### src/rtl/cruise_control.sv
// Cruise-control FSM: edge-detected buttons, saturating set-speed, registered accel/brake commands.
// Optional autobrake term enabled by defining CRUISE_AUTOBRAKE_EN.
module cruise_control #(
    parameter int unsigned MIN_SPEED = 30,
    parameter int unsigned MAX_SPEED = 99,
    parameter int unsigned STEP      = 5,
    parameter int unsigned HYST      = 1
) (
    input  logic       clk,
    input  logic       rst,
    input  logic       cruise_en,
    input  logic       set_btn,
    input  logic       res_btn,
    input  logic       cancel_btn,
    input  logic       accel_pedal,
    input  logic       brake_pedal,
    input  logic [3:0] gear,
    input  logic [7:0] velocity,
    output logic       accel_out,
    output logic       brake_out,
    output logic [7:0] set_speed,
    output logic [1:0] state,
    output logic       active
);

    typedef enum logic [1:0] {
        StOff       = 2'd0,
        StStandby   = 2'd1,
        StEngaged   = 2'd2,
        StSuspended = 2'd3
    } state_e;

    localparam logic [9:0] MinS  = 10'(MIN_SPEED);
    localparam logic [9:0] MaxS  = 10'(MAX_SPEED);
    localparam logic [9:0] StepS = 10'(STEP);
    localparam logic [9:0] HystS = 10'(HYST);

    state_e     state_q, state_d;
    logic [7:0] set_speed_q, set_speed_d;
    logic       set_prev_q, res_prev_q, cancel_prev_q;
    logic       accel_d, brake_d;

    logic       set_ev, res_ev, cancel_ev;
    logic       fwd, in_range, engaged_d, autobrake;
    logic [9:0] vel_w, sp_w, spd_w, sp_up, sp_dn;

    assign set_ev    = set_btn & ~set_prev_q;
    assign res_ev    = res_btn & ~res_prev_q;
    assign cancel_ev = cancel_btn & ~cancel_prev_q;

    assign fwd      = (gear >= 4'd1) && (gear <= 4'd5);
    assign vel_w    = {2'b00, velocity};
    assign sp_w     = {2'b00, set_speed_q};
    assign in_range = (vel_w >= MinS) && (vel_w <= MaxS);

    // Widened arithmetic so adjustments saturate instead of wrapping.
    assign sp_up = (sp_w + StepS > MaxS) ? MaxS : sp_w + StepS;
    assign sp_dn = (sp_w >= MinS + StepS) ? sp_w - StepS : MinS;

    always_ff @(posedge clk) begin
        if (rst) begin
            state_q       <= StOff;
            set_speed_q   <= 8'd0;
            accel_out     <= 1'b0;
            brake_out     <= 1'b0;
            // History starts high so a button held through reset yields no event.
            set_prev_q    <= 1'b1;
            res_prev_q    <= 1'b1;
            cancel_prev_q <= 1'b1;
        end else begin
            state_q       <= state_d;
            set_speed_q   <= set_speed_d;
            accel_out     <= accel_d;
            brake_out     <= brake_d;
            set_prev_q    <= set_btn;
            res_prev_q    <= res_btn;
            cancel_prev_q <= cancel_btn;
        end
    end

    always_comb begin
        state_d     = state_q;
        set_speed_d = set_speed_q;
        if (!cruise_en) begin
            state_d     = StOff;
            set_speed_d = 8'd0;
        end else begin
            case (state_q)
                StOff: state_d = StStandby;
                StStandby: begin
                    if (!brake_pedal && fwd && !cancel_ev && set_ev && in_range) begin
                        state_d     = StEngaged;
                        set_speed_d = velocity;
                    end
                end
                StEngaged: begin
                    if (brake_pedal || !fwd || cancel_ev) begin
                        state_d = StSuspended;
                    end else if (set_ev && !res_ev) begin
                        set_speed_d = sp_dn[7:0];
                    end else if (res_ev && !set_ev) begin
                        set_speed_d = sp_up[7:0];
                    end
                end
                StSuspended: begin
                    if (!brake_pedal && fwd && !cancel_ev) begin
                        if (res_ev && (set_speed_q != 8'd0) && (vel_w >= MinS)) begin
                            state_d = StEngaged;
                        end else if (set_ev && in_range) begin
                            state_d     = StEngaged;
                            set_speed_d = velocity;
                        end
                    end
                end
                default: state_d = StOff;
            endcase
        end
    end

    assign engaged_d = (state_d == StEngaged);
    assign spd_w     = {2'b00, set_speed_d};

`ifdef CRUISE_AUTOBRAKE_EN
    assign autobrake = engaged_d && !accel_pedal && (vel_w > spd_w + HystS);
`else
    assign autobrake = 1'b0;
`endif

    always_comb begin
        accel_d = 1'b0;
        if (!brake_pedal) begin
            accel_d = accel_pedal || (engaged_d && (vel_w + HystS < spd_w));
        end
        brake_d = brake_pedal || autobrake;
    end

    assign state     = state_q;
    assign set_speed = set_speed_q;
    assign active    = (state_q == StEngaged);

endmodule

### config.mk
export PLATFORM = sky130hd
export DESIGN_NAME = cruise_control
export DESIGN_NICKNAME = d
export VERILOG_FILES = /design/src/rtl/cruise_control.sv
export SDC_FILE = /design/constraint.sdc
export NUM_CORES = 1
export LEC_CHECK = 0
export CAP_MARGIN = 20
export CORE_ASPECT_RATIO = 1.4
export CORE_UTILIZATION = 30
export DETAILED_ROUTE_END_ITERATION = 12
export PLACE_DENSITY_LB_ADDON = 0.2
export SLEW_MARGIN = 20
export SYNTH_ARGS = -nofsm -noshare
export SYNTH_HDL_FRONTEND = slang
export SYNTH_SLANG_ARGS = --single-unit
### constraint.sdc
create_clock -name clk -period 4.5 [get_ports clk]
set_input_delay 0.45 -clock clk [delete_from_list [all_inputs] [get_ports clk]]
set_output_delay 0.45 -clock clk [all_outputs]
set_load 0.01 [all_outputs]
==> impl_metrics.py <==
metrics = {
    "grt": {
        "grt_use_total_pct": 20.8,
        "grt_pass1_wl_um": 10800,
        "grt_overflow_total": 0,
        "antenna_found_initial": 0,
        "first_global_vias": 2083,
        "grt_max_degree": 17,
    },
    "final_layout": {
        "drive_gt1_share_pct": 12.7,
        "area_growth_pct": 28.9,
        "design_area_um2": 2460,
        "final_nets": 339,
        "antenna_cells": 0,
    },
    "routing": {
        "met1_length_um": 2630,
        "drtIter0Drc": 138,
        "wl_met2_um": 3590,
        "ant_nets": 0,
        "top_layer": "met4",
        "drt_first_pass_iters": 4,
        "wire_per_inst_um": 17.8,
        "via_count": 2227,
        "vias_per_cell": 5.89,
        "drc": 0,
        "wirelength_um": 6750,
        "wl_met3_um": 213,
    },
    "floorplan": {
        "die_h_um": 96.5,
        "die_area_um2": 6700,
        "die_x_um": 69.5,
        "start_util_pct": 31.0,
        "core_um2": 6170,
        "io_pins": 33,
        "row_count": 34,
    },
    "logic_synthesis": {
        "yosysUniqueCellTypes": 57,
        "synthArstFlopShare_pct": 0,
        "synth_seq_cells": 15,
        "synth.area.top_cells": "dfxtp_1 16%, ha_1 7.9%, a21oi_1 5.5%",
        "synth_common_cells": "22 x nor2_1, 21 x a21oi_1, 21 x nand2_1",
        "syn_inst": 265,
        "syn_nets": 297,
        "synth-seq-area-share_pct": 15.7,
        "yosys.area.top_type_share_pct": 15.7,
        "synth_flop_cell": "dfxtp_1",
        "syn_area_per_cell_um2": 7.21,
        "yosysMostFrequentCell": "nor2_1",
        "synth_area_um2": 1910,
        "synth-edff-count": 0,
        "ys_warn_count": 0,
        "synth_top_cell_by_area": "dfxtp_1",
    },
    "power": {
        "internal-power_uw": 249,
        "power.density_nw_per_um2": 146,
        "p_seq_share_pct": 38.8,
        "power_frac_clock_pct": 32.6,
        "comb_power_share_pct": 28.7,
        "p_sw_uw": 111,
        "p_sw_share_pct": 30.8,
        "ir_drop_mv": 0.100,
        "p_leak_nw": 0.896,
        "power.total_uw": 360,
    },
    "place": {
        "placement.io_buffers": 32,
        "dpl_worst_slack_ns": 0.196,
        "place.gp.congestion": 0.907,
        "hpwl_um": 5440,
        "postPlaceCellArea_um2": 2410,
    },
    "clocking": {
        "cts_buffers": 3,
        "cts_tree": "built",
        "cts.clk_slew.worst_paths_ns": 0.08,
        "cts-htree-levels": 1,
        "cts_root_buf": "clkbuf_8",
        "cts_buffer_depth": 2,
        "post_cts_resized": 0,
        "clock_sinks": 15,
        "clk_latency_ns": 0.26,
        "hold_buffers": 0,
        "post-cts-setup-buffers": 0,
    },
    "sta": {
        "max_freq_mhz": 244,
        "hold_ws_ns": 0.653,
        "period_minus_slack_ns": 4.10,
        "hold_viol_final": 0,
        "relSlewSlack_pct": 45.3,
        "period_share_pct": 91.1,
        "skew_ns": 0.0133,
        "setup_slack_ns": 0.401,
        "setup_viol": 0,
        "worst_pin_slew_ns": 0.818,
        "tns_ns": 0,
        "rsz0062_at_grt": "false",
        "slew_viol_final": 0,
    },
    "worst_setup_path": {
        "cp_slowest_stage_delay_ns": 0.60,
        "crit_slowest_cell": "dfxtp_1",
        "end_kind": "flip-flop",
        "cp_cell_sequence": "ha_1, or2_2, o2111ai_1, a2111oi_0, buf_4, nor2_1, nor2_1, a311oi_1, ha_1, a21o_1, a21o_1, a21oi_1, nor2_1, a2111oi_0, a21oi_1, a21oi_1",
        "path_class": "flip-flop to flip-flop",
        "start_kind": "flip-flop",
        "cp_max_fo": 11,
        "critical_path.top_delay_family": "compound AO/OA/AOI/OAI gates",
        "worst-path-buf-inv": 1,
        "critPathArrivalTime_ns": 4.30,
        "crit_required_ns": 4.70,
    },
    "job": {
        "maxCapViolations": 0,
    },
    "hold_path": {
        "hp-class": "flip-flop to flip-flop",
    },
    "status": {
        "run_status": "finished, final reports clean",
    },
}
==> registers in the layout (all words and copies together) (netlist names) <==
| register | count |
|---|---|
| set_speed | 8 |
| set_prev_q | 1 |
| cancel_prev_q | 1 |
| accel_out | 1 |
| res_prev_q | 1 |
| state | 2 |
| brake_out | 1 |
==> worst register-to-register path, cell delays in order, from the launching register on <==
cell	delay, ns
dfxtp_1	0.60
ha_1	0.45
or2_2	0.23
o2111ai_1	0.18
a2111oi_0	0.43
buf_4	0.17
nor2_1	0.04
nor2_1	0.27
a311oi_1	0.16
ha_1	0.35
a21o_1	0.16
a21o_1	0.16
a21oi_1	0.20
nor2_1	0.06
a2111oi_0	0.34
a21oi_1	0.13
a21oi_1	0.11
==> final timing paths <==
check | from | endpoint | cells past startpoint | slack [ns]
setup reg to reg | set_speed[1]$_SDFF_PP0_ | accel_out$_SDFF_PP0_ | 16 | 0.40
hold reg to reg | state[1]$_SDFF_PP0_ | state[1]$_SDFF_PP0_ | 2 | 0.65
hold / removal | state[1]$_SDFF_PP0_ | state[1]$_SDFF_PP0_ | 2 | 0.65
setup / recovery | set_speed[1]$_SDFF_PP0_ | accel_out$_SDFF_PP0_ | 16 | 0.40
==> metal layers <==
layer | up-vias | global-route usage [%]
li1 | 1089 | -
met5 | - | 0
met1 | 1065 | 21.7
met2 | 52 | 40.5
met3 | 21 | 2.28
met4 | 0 | 11.6
==> power groups by stage <==
stage | registers (mW) | clock network (mW) | logic, mW
3_3_place_gp | 0.143 | 0 | 0.102
5_1_grt | 0.140 | 0.126 | 0.114
3_5_place_dp | 0.143 | 0 | 0.103
2_1_floorplan | 0.143 | 0 | 0.0494
6_report | 0.140 | 0.117 | 0.103
4_1_cts | 0.140 | 0.119 | 0.103
==> placed cells by master, fill, tap and decap left out, types with 9 or more instances in the layout <==
cell / n
dfxtp_1: 15
nor3_1: 10
buf_4: 20
ha_1: 12
nand2b_1: 9
nand2_1: 21
nor2_1: 22
nand3_1: 16
a21oi_1: 21
clkdlybuf4s50_1: 32
==> logic make-up (layout without fill, tap and decap cells) <==
family | count (synthesis) | count (layout) | share of synthesized area [%]
muxes | 6 | 6 | 3.27
adders and majority gates | 12 | 12 | 7.85
AOI/OAI and AO/OA | 88 | 88 | 33.6
DFF | 15 | 15 | 15.7
xor gates and xnor gates | 9 | 9 | 4.12
and+or+nand+nor | 116 | 116 | 31.7
buffers and inverters | 19 | 60 | 3.80
==> area by class of cell <==
type / instances / area (um2)
multi-input combinational: 231 / 1540
clock inverter: 1 / 7.51
tap: 72 / 90.1
sequential: 15 / 300
fill: 639 / 3700
clock buffer: 3 / 41.3
inverter: 4 / 15.0
timing repair buffer: 52 / 470
==> metrics by stage <==
step / utilization, % / std cells
6_report: 39.9 / 378
5_1_grt: 39.9 / 378
4_1_cts: 39.9 / 378
3_5_place_dp: 39.1 / 374
3_3_place_gp: 39.1 / 374
2_1_floorplan: - / 265
(Power assumes the default switching activity.)
